File: src/rtl/spi_master_param.sv
// Parametrised SPI master: configurable word width, SCLK divider, multiple
// active-low selects with optional hold across words, and abort.
module spi_master_param #(
    parameter int unsigned DATA_W = 8,
    parameter int unsigned DIV_W  = 8,
    parameter int unsigned NUM_SS = 4,
    localparam int unsigned SEL_W = (NUM_SS > 1) ? $clog2(NUM_SS) : 1
) (
    input  logic              clk,
    input  logic              rst_n,
    input  logic              start,
    input  logic              abort,
    output logic              busy,
    output logic              done,
    input  logic [DATA_W-1:0] d_in,
    output logic [DATA_W-1:0] d_out,
    input  logic              cpol,
    input  logic              cpha,
    input  logic              msb_first,
    input  logic [DIV_W-1:0]  clk_div,
    input  logic [SEL_W-1:0]  ss_sel,
    input  logic              hold_ss,
    input  logic              miso,
    output logic              mosi,
    output logic              sclk,
    output logic [NUM_SS-1:0] ss_n
);

    localparam int unsigned CNT_W = $clog2(DATA_W);
    localparam logic [CNT_W-1:0] LAST_BIT = CNT_W'(DATA_W - 1);

    localparam logic [2:0] ST_IDLE  = 3'd0;
    localparam logic [2:0] ST_SETUP = 3'd1;
    localparam logic [2:0] ST_LEAD  = 3'd2;
    localparam logic [2:0] ST_TRAIL = 3'd3;
    localparam logic [2:0] ST_END   = 3'd4;

    logic [2:0]        state_q, state_d;
    logic [DIV_W-1:0]  cnt_q, cnt_d, div_q, div_d;
    logic [CNT_W-1:0]  bit_q, bit_d;
    logic [DATA_W-1:0] tx_q, tx_d, rx_q, rx_d, d_out_d;
    logic [SEL_W-1:0]  sel_q, sel_d;
    logic              cpol_q, cpol_d, cpha_q, cpha_d, msb_q, msb_d, hold_q, hold_d;
    logic [NUM_SS-1:0] ss_d;
    logic              busy_d, done_d, mosi_d, sclk_d, adv;

    // Active-low one-hot select; out-of-range indices select nothing.
    function automatic logic [NUM_SS-1:0] decode_ss(input logic [SEL_W-1:0] sel);
        logic [NUM_SS-1:0] v;
        v = '1;
        for (int i = 0; i < int'(NUM_SS); i++)
            if (int'(sel) == i) v[i] = 1'b0;
        return v;
    endfunction

    function automatic logic [DATA_W-1:0] rx_shift(input logic [DATA_W-1:0] r, input logic b,
                                                   input logic msb);
        return msb ? {r[DATA_W-2:0], b} : {b, r[DATA_W-1:1]};
    endfunction

    function automatic logic [DATA_W-1:0] tx_shift(input logic [DATA_W-1:0] t, input logic msb);
        return msb ? {t[DATA_W-2:0], 1'b0} : {1'b0, t[DATA_W-1:1]};
    endfunction

    // Next-state and registered-output logic.
    always_comb begin
        state_d = state_q;
        cnt_d   = cnt_q;
        bit_d   = bit_q;
        tx_d    = tx_q;
        rx_d    = rx_q;
        div_d   = div_q;
        sel_d   = sel_q;
        cpol_d  = cpol_q;
        cpha_d  = cpha_q;
        msb_d   = msb_q;
        hold_d  = hold_q;
        ss_d    = ss_n;
        d_out_d = d_out;
        adv     = (cnt_q == div_q);

        if (abort) begin
            state_d = ST_IDLE;
            cnt_d   = '0;
            ss_d    = '1;
        end else begin
            case (state_q)
                ST_IDLE: begin
                    if (start) begin
                        state_d = ST_SETUP;
                        cnt_d   = '0;
                        bit_d   = '0;
                        tx_d    = d_in;
                        div_d   = clk_div;
                        sel_d   = ss_sel;
                        cpol_d  = cpol;
                        cpha_d  = cpha;
                        msb_d   = msb_first;
                        hold_d  = hold_ss;
                        ss_d    = decode_ss(ss_sel);
                    end
                end
                ST_SETUP: begin
                    if (adv) begin
                        state_d = ST_LEAD;
                        if (!cpha_q) rx_d = rx_shift(rx_q, miso, msb_q);
                    end
                end
                ST_LEAD: begin
                    if (adv) begin
                        state_d = ST_TRAIL;
                        if (cpha_q) rx_d = rx_shift(rx_q, miso, msb_q);
                        else if (bit_q != LAST_BIT) tx_d = tx_shift(tx_q, msb_q);
                    end
                end
                ST_TRAIL: begin
                    if (adv) begin
                        if (bit_q == LAST_BIT) begin
                            state_d = ST_END;
                        end else begin
                            state_d = ST_LEAD;
                            bit_d   = bit_q + CNT_W'(1);
                            if (cpha_q) tx_d = tx_shift(tx_q, msb_q);
                            else        rx_d = rx_shift(rx_q, miso, msb_q);
                        end
                    end
                end
                ST_END: begin
                    if (adv) begin
                        state_d = ST_IDLE;
                        if (!hold_q) ss_d = '1;
                    end
                end
                default: state_d = ST_IDLE;
            endcase
            if (state_q != ST_IDLE) cnt_d = adv ? '0 : cnt_q + DIV_W'(1);
        end

        busy_d = (state_d != ST_IDLE);
        done_d = (state_d == ST_END) && (cnt_d == div_d);
        if (done_d) d_out_d = rx_d;
        mosi_d = msb_d ? tx_d[DATA_W-1] : tx_d[0];
        sclk_d = cpol_d ^ (state_d == ST_LEAD);
    end

    always_ff @(posedge clk or negedge rst_n) begin
        if (!rst_n) begin
            state_q <= ST_IDLE;
            cnt_q   <= '0;
            bit_q   <= '0;
            tx_q    <= '0;
            rx_q    <= '0;
            div_q   <= '0;
            sel_q   <= '0;
            cpol_q  <= 1'b0;
            cpha_q  <= 1'b0;
            msb_q   <= 1'b0;
            hold_q  <= 1'b0;
            busy    <= 1'b0;
            done    <= 1'b0;
            d_out   <= '0;
            mosi    <= 1'b0;
            sclk    <= 1'b0;
            ss_n    <= '1;
        end else begin
            state_q <= state_d;
            cnt_q   <= cnt_d;
            bit_q   <= bit_d;
            tx_q    <= tx_d;
            rx_q    <= rx_d;
            div_q   <= div_d;
            sel_q   <= sel_d;
            cpol_q  <= cpol_d;
            cpha_q  <= cpha_d;
            msb_q   <= msb_d;
            hold_q  <= hold_d;
            busy    <= busy_d;
            done    <= done_d;
            d_out   <= d_out_d;
            mosi    <= mosi_d;
            sclk    <= sclk_d;
            ss_n    <= ss_d;
        end
    end

endmodule

File: config.mk
export PLATFORM = sky130hd
export DESIGN_NAME = spi_master_param
export DESIGN_NICKNAME = d
export VERILOG_FILES = /design/src/rtl/spi_master_param.sv
export SDC_FILE = /design/constraint.sdc
export NUM_CORES = 1
export LEC_CHECK = 0
export CAP_MARGIN = 10
export CORE_UTILIZATION = 54
export CTS_CLUSTER_DIAMETER = 200
export CTS_CLUSTER_SIZE = 30
export DETAILED_ROUTE_END_ITERATION = 10
export MAX_ROUTING_LAYER = met4
export PLACE_DENSITY_LB_ADDON = 0.3
export SYNTH_ARGS = -nofsm -noshare
export SYNTH_HDL_FRONTEND = slang
export SYNTH_SLANG_ARGS = --single-unit
File: constraint.sdc
create_clock -name clk -period 3.4 [get_ports clk]
set_input_delay 0.68 -clock clk [delete_from_list [all_inputs] [get_ports clk]]
set_output_delay 0.68 -clock clk [all_outputs]
set_load 0.05 [all_outputs]
# Word-level counts from Yosys, hierarchy flattened
# Cells that the tools add are included.
# totals
register_bits,58
# classes
bitwise,2
addsub,2
n_reduce_logical,12
muxes,55
n_eq_ne,23
# ops
op,n
$mux 8,25
$pmux 8 s3,2
$mux 3,10
$eq 8x8->1,2
$mux 4,4
$pmux 3 s5,1
$ne 2x2->1 const B,7
$ne 3x3->1 const B,4
$reduce_bool 3->1,4
$mux 1,11
$eq 3x2->1 const B,3
$eq 3x3->1 const B,3
$reduce_and 9->1,1
$add 8x1->8 const B,1
$pmux 4 s2,1
$pmux 3 s2,1
$reduce_and 5->1,1
$eq 2x2->1 const B,2
$reduce_and 4->1,1
$add 3x1->3 const B,1
$eq 3x1->1 const B,1
$logic_not 3->1,1
$reduce_and 3->1,1
$eq 2x1->1 const B,1
5 further kinds,5

# Depth between registers and ports, before layout
# Gate-level depths: netlist (run 1).
# depth
word_depth,7
ltp_mapped,10
ltp_nobuf,10

# Worst setup path after synthesis (run 1)
# No wires, ideal clock.
# synth_path
kind,input -> register
start,input port start
end,register d_out[0]
n_path_buf,0
setup_ns,0.128
arrival_time_ns,2.799
stages,8
setup_slack_ns,0.473
cell_sequence,or4b_1 -> nor2_4 -> mux2_2 -> a31oi_1 -> o2111ai_1 -> and4b_1 -> nand4_4 -> mux2_1
# synth_between
word_cells_on_any_way,13
classes_between,2 x eq/ne; 10 x mux; 1 x reduce/logical
# synth_rtl
element,line_no,source
start: declaration,11,"input logic start,"
$mux 8,89,if (start) begin
$mux 8,87,case (state_q)
$mux 8,82,if (abort) begin
via div_d[3],39,"logic [DIV_W-1:0] cnt_q, cnt_d, div_q, div_d;"
$eq 8x8->1,140,done_d = (state_d == ST_END) && (cnt_d == div_d);
$logic_and 1x1->1,140,
end signal: assignment,179,d_out <= d_out_d;
end: declaration,16,"output logic [DATA_W-1:0] d_out,"
# The timed path passes the listed nets, and every way through them passes these cells.
# A chain may end at the register's enable or synchronous reset.

# Final worst setup path (run 1)
# Ends and elaborated chain as after synthesis.

==> results of run 1 <==
cell type report:
type / count / area [um2] / area share [%]
timing repair buffer: 55 / 513.0 / 13.44
clock inverter: 3 / 15.01 / 0.3934
multi-input combinational: 215 / 1545 / 40.49
clock buffer: 13 / 158.9 / 4.164
tap: 72 / 90.09 / 2.361
inverter: 10 / 37.54 / 0.9836
sequential: 58 / 1456 / 38.16
critical path, delay by kind of cell:
family,cells,cell delay [ns]
xor+xnor,1,0.22
buf+inv,3,0.74
mux,2,0.57
simple gates,4,1.13
metrics by stage:
| step | setup slack (ns) | cell area, um2 |
|---|---|---|
| 3_3_place_gp | -0.03476 | 3642 |
| 4_1_cts | 0.2720 | 3816 |
| 3_5_place_dp | -0.07198 | 3642 |
| 5_1_grt | 0.1469 | 3816 |
| 2_1_floorplan | 0.4734 | 3094 |
| 6_report | 0.2742 | 3816 |
layer usage:
layer,track usage [%],up-vias
met1,32.59,1152
met2,36.28,74
met3,3.882,12
li1,-,1165
met5,-,-
met4,9.811,0
how the worst max path moves through the flow:
stage	to	slack, ns
after global routing	mosi$_DFF_PN0_	0.15
after global placement	d_out[0]$_DFFE_PN0P_	-0.03
final	d_out[0]$_DFFE_PN0P_	0.27
after detailed placement	d_out[0]$_DFFE_PN0P_	-0.07
after floorplan	d_out[0]$_DFFE_PN0P_	0.47
after CTS	d_out[0]$_DFFE_PN0P_	0.27
sequential cells by signal, summed over array words and instances, names as in the netlist, 3 cells and up:
| register | flops |
|---|---|
| bit_q | 3 |
| cnt_q | 8 |
| d_out | 8 |
| div_q | 8 |
| rx_q | 8 |
| ss_n | 4 |
| state_q | 3 |
| tx_q | 8 |
power by group:
| part | switching [mW] | internal, mW |
|---|---|---|
| Clock | 0.261 | 0.301 |
| Sequential | 0.0576 | 0.747 |
| Combinational | 0.180 | 0.167 |
| Total | 0.498 | 1.21 |
layout by cell type, fill, tap and decap left out, types with 3 or more instances in the layout:
cell	n
a21oi_1	10
a22o_1	6
a31oi_1	4
buf_4	13
clkbuf_8	11
clkdlybuf4s50_1	41
clkinv_2	3
dfrtp_1	54
dfstp_2	4
ha_1	3
inv_1	10
mux2_2	19
mux2i_1	21
nand2_1	38
nand3_1	5
nand4_1	3
nor2_1	19
nor4_1	3
o21ai_0	25
xnor2_1	10
xor2_1	8
Yosys cell counts, types with 3 or more instances:
| cell type | instances |
|---|---|
| a21oi_1 | 10 |
| nor2_1 | 19 |
| xor2_1 | 8 |
| mux2i_1 | 21 |
| nand2_1 | 38 |
| o21ai_0 | 25 |
| xnor2_1 | 10 |
| nor4_1 | 3 |
| mux2_2 | 19 |
| nand3_1 | 5 |
| a31oi_1 | 4 |
| clkbuf_1 | 9 |
| nand4_1 | 3 |
| ha_1 | 3 |
| dfstp_2 | 4 |
| a22o_1 | 6 |
| inv_1 | 10 |
| dfrtp_1 | 54 |
kinds of logic (layout without fill, tap and decap cells):
family	count (synthesis)	in the layout	share of synthesized area, %
AND/OR/NAND/NOR	86	86	14.72
AO/OA/AOI/OAI	66	66	14.11
flip-flops	58	58	47.07
multiplexers	41	41	14.07
buffers and inverters	22	81	3.194
XOR/XNOR	19	19	5.621
adder cells (fa/ha/maj)	3	3	1.213
==> out/results.txt, run 1 <==
clock latency on the worst-skew pair -> 0.34 ns
outcome -> finished clean
leakage -> 1.666 nW
Via density -> 5.641
worst reg-to-reg setup slack -> 0.33 ns
Power per Cell Area -> 448.9 nW/um2
CP Launch Type -> input pin
Antenna Cells -> 0
1st-iter DRT viols -> 192
Vias -> 2403
fin util -> 69.30%
Crit. Startpoint -> start
post-route insts no fill -> 426
Die W -> 77.70 um
DR DRC count -> 0
Post-Syn Area -> 3094 um2
largest fanout on the critical path -> 8
crit-path max cell delay -> 0.52 ns
All-Layer GR Usage -> 24.11%
CTS tree -> yes
core area -> 5507 um2
clk root buf -> clkbuf_8
row cnt -> 27
Most used DFF post-synth -> dfrtp_1
number of global-route vias before repair -> 2315
post-synthesis net count -> 325
met3 WL -> 278 um
Clock Path Buffers -> 2
Syn Inst Count -> 295
worst hold path type -> input pin to async pin
Worst slew margin -> 47.74%
Post-Syn Area per Cell -> 10.49 um2
post-route ant nets -> 0
drt first pass iters -> 4
slowest CP cell -> or4b_1
Cell Chain, Critical Path -> clkdlybuf4s50_1 > or4b_1 > nor2_4 > buf_4 > mux2i_1 > inv_1 > xnor2_1 > and4b_1 > nand4_4 > mux2_1
CTS H-tree depth -> 3
CTS Hold Bufs -> 0
RSZ-0062 raised after global routing -> false
I/O pin cnt -> 43
Post-synth EDFFs -> 0
CTS Sinks -> 58
Pwr Total -> 1.713 mW
hold slack -> 0.2824 ns
Hold Vio Cnt, Final -> 0
HPWL after DPL -> 4643 um
post-cts resize count -> 0
Worst Tran Pin Value -> 0.7840 ns
Post-Place Cells -> 410
fin nets -> 379
WL met1 -> 3107 um
highest routed metal layer -> met4
Setup TNS -> 0 ns
ys async rst share -> 100.0%
Final Max Slew Viols -> 0
area delta synth->final -> 23.33%
first-pass GRT wire length -> 10870 um
Synth area leaders -> dfrtp_1 (44%), mux2_2 (6.9%), mux2i_1 (6.8%)
RR Endpoint -> d_out[0]$_DFFE_PN0P_
share of cells above drive strength 1 -> 18.08%
Crit Path Class -> input pin to register
worst path required time -> 3.61 ns
final wirelength -> 6419 um
Initial Util -> 56.19%
RD Place Congestion -> 0.8893
FMAX -> 0.3199 GHz
Seq/Total Area, Yosys -> 47.07%
met2 WL post-DR -> 2918 um
Final Setup Violations -> 0
Peak VDD IR -> 0.0002926 V
post-DR wirelength/cell -> 15.07 um
clk_skew -> 0.01164 ns
Tcrit/Tclk final -> 91.93%
number of max-cap violations -> 0
share of the synthesized area in the top cell type -> 43.67%
largest net degree at the start of global routing -> 39
Tmin final -> 3.126 ns
Ys Warns -> 0
Distinct cells, synth -> 52
R2R depth -> 8
Critical Path AT -> 3.34 ns
Reg clk slew, reported paths -> 0.07 ns
Crit. End Element -> register
CTS buffer count -> 9
global route total overflow -> 0
Die H -> 77.70 um
flops & latches, synth -> 58
Reg-to-Reg Start -> cnt_q[3]$_DFF_PN0_
# Post-CTS Setup Buffers -> 0
Buffers on Ports -> 42
fill count -> 410
initial antenna violation count -> 0
Die Area -> 6037 um2
cell taking the most area after synthesis -> dfrtp_1
No activity file was read; power rests on OpenSTA's default activity.
==> run 2, diff against run 1 <==
--- a/config.mk
+++ b/config.mk
@@ -5,11 +5,13 @@
 export SDC_FILE = /design/constraint.sdc
 export NUM_CORES = 1
 export LEC_CHECK = 0
+export ABC_AREA = 0
 export CAP_MARGIN = 10
 export CORE_UTILIZATION = 54
 export CTS_CLUSTER_DIAMETER = 200
 export CTS_CLUSTER_SIZE = 30
 export DETAILED_ROUTE_END_ITERATION = 10
+export GPL_TIMING_DRIVEN = 0
 export MAX_ROUTING_LAYER = met4
 export PLACE_DENSITY_LB_ADDON = 0.3
 export SYNTH_ARGS = -nofsm -noshare
==> run 2 against run 1 <==
- fmax is 4.7% higher
- sequential power is 2% lower
- hold slack better by 0.078 ns
- non-clock buffer count stayed put
- highest routed layer unchanged
- register-to-register slack better by 0.08 ns
- clock power is 25% higher
- global-route usage is 0.33 points higher
- final cell count stayed put
- die area stayed put
- critical endpoint unchanged
==> out/results.txt, run 2 (same netlist as run 1, synthesis figures left out) <==
outcome -> finished clean
R2R depth -> 10
initial antenna violation count -> 0
final wirelength -> 6537 um
Tmin final -> 2.987 ns
Final Setup Violations -> 0
number of global-route vias before repair -> 2222
CTS Sinks -> 58
1st-iter DRT viols -> 162
CTS buffer count -> 9
Final Max Slew Viols -> 0
worst reg-to-reg setup slack -> 0.41 ns
largest fanout on the critical path -> 10
crit-path max cell delay -> 0.53 ns
HPWL after DPL -> 4565 um
I/O pin cnt -> 43
Die Area -> 6037 um2
CP Launch Type -> register
Critical Path AT -> 3.21 ns
Crit Path Class -> register to register
clk root buf -> clkbuf_8
CTS tree -> yes
Crit. End Element -> register
Antenna Cells -> 0
share of cells above drive strength 1 -> 15.54%
post-route ant nets -> 0
Peak VDD IR -> 0.0003325 V
hold slack -> 0.3608 ns
RSZ-0062 raised after global routing -> false
area delta synth->final -> 24.10%
fin nets -> 379
row cnt -> 27
Via density -> 5.563
Power per Cell Area -> 480.6 nW/um2
Vias -> 2370
fill count -> 436
Die W -> 77.70 um
RR Endpoint -> d_out[0]$_DFFE_PN0P_
Worst slew margin -> 55.43%
slowest CP cell -> nor4_4
Initial Util -> 56.19%
number of max-cap violations -> 0
Cell Chain, Critical Path -> clkbuf_1 > xor2_1 > nor4_4 > a21oi_2 > buf_6 > a22o_1 > xnor2_1 > and4b_1 > nand4_4 > mux2_1
Reg clk slew, reported paths -> 0.07 ns
Tcrit/Tclk final -> 87.85%
clock latency on the worst-skew pair -> 0.34 ns
Setup TNS -> 0 ns
worst hold path type -> input pin to async pin
area taken by multi-input logic gates -> 1543 um2
FMAX -> 0.3348 GHz
global route total overflow -> 0
All-Layer GR Usage -> 24.43%
Reg-to-Reg Start -> cnt_q[7]$_DFF_PN0_
largest net degree at the start of global routing -> 31
drt first pass iters -> 5
most frequent cells in the layout -> dfrtp_1 (54), clkdlybuf4s50_1 (39), nand2_1 (38)
Seq. cell area -> 1456 um2
post-DR wirelength/cell -> 15.35 um
Die H -> 77.70 um
DR DRC count -> 0
Clock Path Buffers -> 2
clk_skew -> 0.006726 ns
worst path required time -> 3.63 ns
Buffers on Ports -> 41
Worst Tran Pin Value -> 0.6679 ns
leakage -> 1.663 nW
Hold Vio Cnt, Final -> 0
core area -> 5507 um2
CTS H-tree depth -> 3
most common cell after layout, fill and taps aside -> dfrtp_1
first-pass GRT wire length -> 10810 um
RD Place Congestion -> 0.8599
run 2: changes by cell type in the layout (fill, tap and decap cells not counted):
cell,previous run,this run
dlymetal6s2s_1,0,1
bufinv_16,0,2
buf_6,0,2
buf_12,0,1
clkbuf_1,2,12
clkdlybuf4s50_1,41,39
nor4b_1,0,1
or4b_1,1,0
buf_4,13,2
nor4b_2,1,0
clkinv_2,3,1
clkbuf_8,11,10
or4b_4,0,1
run 2: cell type report:
type                    instances  area share [%]
clock buffers                  13           3.877
flip-flops and latches         58           37.93
plain buffers                  12           1.662
multi-input cells             215           40.18
clock inverters                 3           1.694
repair buffers                 43           11.34
well taps                      72           2.346
inverters                      10          0.9775
run 2: worst max-delay path: cells and delay by family (launching register included):
kind                      cells  cell delay, ns
AOI/OAI and AO/OA             2            0.35
xor gates and xnor gates      2            0.39
buffers and inverters         2            0.44
DFF                           1            0.32
muxes                         1            0.37
and+or+nand+nor               3            1.01
run 2: stage by stage:
stage	cell area (um2)	util (%)	setup WS, ns	power, mW	cells
floorplan	3094	-	0.4734	1.037	295
CTS	3834	69.62	0.02023	1.854	426
global route	3840	69.73	0.1956	1.923	426
detailed placement	3610	65.55	-0.5030	1.151	409
global placement	3595	65.28	-0.4662	1.140	408
finish	3840	69.73	0.4132	1.846	426
run 2: worst max path at each step:
stage	slack [ns]	to	depth (start not counted)	from
6_report	0.41	d_out[0]$_DFFE_PN0P_	10	cnt_q[7]$_DFF_PN0_
3_5_place_dp	-0.50	d_out[0]$_DFFE_PN0P_	8	start
5_1_grt	0.20	d_out[0]$_DFFE_PN0P_	10	cnt_q[7]$_DFF_PN0_
4_1_cts	0.02	d_out[0]$_DFFE_PN0P_	9	start
2_1_floorplan	0.47	d_out[0]$_DFFE_PN0P_	8	start
3_3_place_gp	-0.47	d_out[0]$_DFFE_PN0P_	8	start
run 2: power by group:
| group | internal [mW] | switching [mW] | total, mW |
|---|---|---|---|
| Sequential | 0.747 | 0.0398 | 0.787 |
| Clock | 0.432 | 0.270 | 0.702 |
| Combinational | 0.157 | 0.200 | 0.356 |
run 2: metal layers:
layer  global-route usage [%]  up-vias  wire length, um
met5                        -        -                0
met4                    11.89        0              128
met3                    5.529       13              330
met2                    34.96       70             2982
met1                    32.82     1117             3095
li1                         -     1170                -
run 2: timing repair:
item,4_1_cts,5_1_grt
cloned,0,0
endpoints found under the setup margin,8,8
buffers inserted,1,0
pin swaps,1,0
resized for setup,1,2
hold buffers,0,0
==> run 3, diff against run 2 <==
--- a/config.mk
+++ b/config.mk
@@ -7,7 +7,7 @@
 export LEC_CHECK = 0
 export ABC_AREA = 0
 export CAP_MARGIN = 10
-export CORE_UTILIZATION = 54
+export CORE_UTILIZATION = 55
 export CTS_CLUSTER_DIAMETER = 200
 export CTS_CLUSTER_SIZE = 30
 export DETAILED_ROUTE_END_ITERATION = 10
==> run 3 against run 2 <==
- total power decreased by 3.1%
- routed wire length increased by 0.57%
- core utilization increased by 2.9 points
- via count increased by 2.7%
- worst setup slack got worse by 0.19 ns
- count of clock-buffer cells in the layout decreased by 2
- non-clock buffer count increased by 1
- hold slack got worse by 0.024 ns
- critical path depth decreased by 1
- register-to-register slack about the same
- global-route usage increased by 0.31 points
- critical endpoint unchanged
- highest routed layer unchanged
==> out/results.txt, run 3 (same netlist as run 1, synthesis figures left out) <==
outcome -> finished clean
Buffers on Ports -> 41
number of max-cap violations -> 0
global route total overflow -> 0
Die H -> 77.01 um
Peak VDD IR -> 0.0004342 V
CTS Sinks -> 58
CP Launch Type -> input pin
CTS tree -> yes
Clock Path Buffers -> 2
core area -> 5270 um2
Antenna Cells -> 0
leakage -> 1.657 nW
Tcrit/Tclk final -> 93.36%
Reg clk slew, reported paths -> 0.07 ns
Final Setup Violations -> 0
fill count -> 397
number of global-route vias before repair -> 2437
clock latency on the worst-skew pair -> 0.34 ns
1st-iter DRT viols -> 142
Initial Util -> 58.71%
drt first pass iters -> 4
most frequent cells in the layout -> dfrtp_1 (54), clkdlybuf4s50_1 (39), nand2_1 (38)
clk_skew -> 0.01273 ns
Pwr Total -> 1.788 mW
RD Place Congestion -> 0.8549
worst path required time -> 3.62 ns
clk root buf -> clkbuf_8
initial antenna violation count -> 0
Tmin final -> 3.174 ns
post-DR wirelength/cell -> 15.47 um
Via density -> 5.727
RSZ-0062 raised after global routing -> false
Final Max Slew Viols -> 0
fin nets -> 380
first-pass GRT wire length -> 11130 um
Finished Cell Area -> 3827 um2
Power per Cell Area -> 467.2 nW/um2
DR DRC count -> 0
row cnt -> 26
Die Area -> 5930 um2
HPWL after DPL -> 4585 um
Crit. End Element -> register
Setup TNS -> 0 ns
area taken by multi-input logic gates -> 1539 um2
FMAX -> 0.3150 GHz
Worst Tran Pin Value -> 0.6787 ns
most common cell after layout, fill and taps aside -> dfrtp_1
final wirelength -> 6574 um
post-route insts no fill -> 425
Worst slew margin -> 54.75%
worst hold path type -> input pin to async pin
fin util -> 72.63%
dpl cell area -> 3607 um2
share of cells above drive strength 1 -> 16.34%
Critical Path AT -> 3.40 ns
CTS H-tree depth -> 3
Hold Vio Cnt, Final -> 0
Seq. cell area -> 1456 um2
Crit Path Class -> input pin to register
area delta synth->final -> 23.70%
CTS Hold Bufs -> 0
Die W -> 77.01 um
All-Layer GR Usage -> 24.74%
largest net degree at the start of global routing -> 34
post-route ant nets -> 0
CTS buffer count -> 9
largest fanout on the critical path -> 8
Vias -> 2434
I/O pin cnt -> 43
Post-Place Cells -> 407
-- run 3: cell type report --
cell class	count	share of cell area, %
clock inverter	5	1.373
inverter	10	0.9807
clock buffer	11	3.956
multi-input combinational	215	40.21
tap	70	2.288
timing repair buffer	44	11.47
sequential	58	38.05
buffer	12	1.667
-- run 3: critical path, stage by stage --
cell	delay [ns]
dlygate4sd2_1	0.34
or4b_1	0.55
nor2_4	0.21
mux2_2	0.41
a31oi_1	0.18
o2111ai_1	0.13
and4b_1	0.33
nand4_4	0.21
mux2_1	0.36
-- run 3: per-stage QoR --
| step | hold slack (ns) | worst slack [ns] |
|---|---|---|
| detailed placement | 0.4923 | -0.4615 |
| global route | 0.3760 | 0.09280 |
| global placement | 0.4802 | -0.4478 |
| finish | 0.3372 | 0.2259 |
| CTS | 0.3578 | 0.2396 |
| floorplan | 0.3844 | 0.4734 |
-- run 3: report_power, final --
group / switching (mW) / leakage (nW) / internal (mW)
logic: 0.198 / 0.793 / 0.156
registers: 0.0378 / 0.758 / 0.747
clock network: 0.275 / 0.105 / 0.374
total: 0.511 / 1.66 / 1.28
-- run 3: repair_timing --
action                     CTS  global route
setup endpoints to repair    8             0
resized for setup            2             0
setup buffers                2             0
hold endpoints to repair     0             0
-- run 3: per-layer routing --
layer	vias up	GRT usage, %	part of all wire [%]
met2	63	39.38	50
met1	1189	30.15	45
met3	11	5.476	4.1
met5	-	-	0
li1	1171	-	-
met4	0	11.32	1.5
-- run 3: worst paths after layout --
check / startpoint / endpoint / slack (ns) / cells after the start
max in group asynchronous: rst_n / tx_q[1]$_DFFE_PN0P_ / 2.47 / 2
setup reg to reg: cnt_q[7]$_DFF_PN0_ / d_out[0]$_DFFE_PN0P_ / 0.41 / 9
hold reg to reg: d_out[0]$_DFFE_PN0P_ / d_out[0]$_DFFE_PN0P_ / 0.50 / 1
hold / removal: rst_n / cnt_q[1]$_DFF_PN0_ / 0.34 / 1
min in group clk: d_out[0]$_DFFE_PN0P_ / d_out[0]$_DFFE_PN0P_ / 0.50 / 1
setup / recovery: start / d_out[0]$_DFFE_PN0P_ / 0.23 / 9
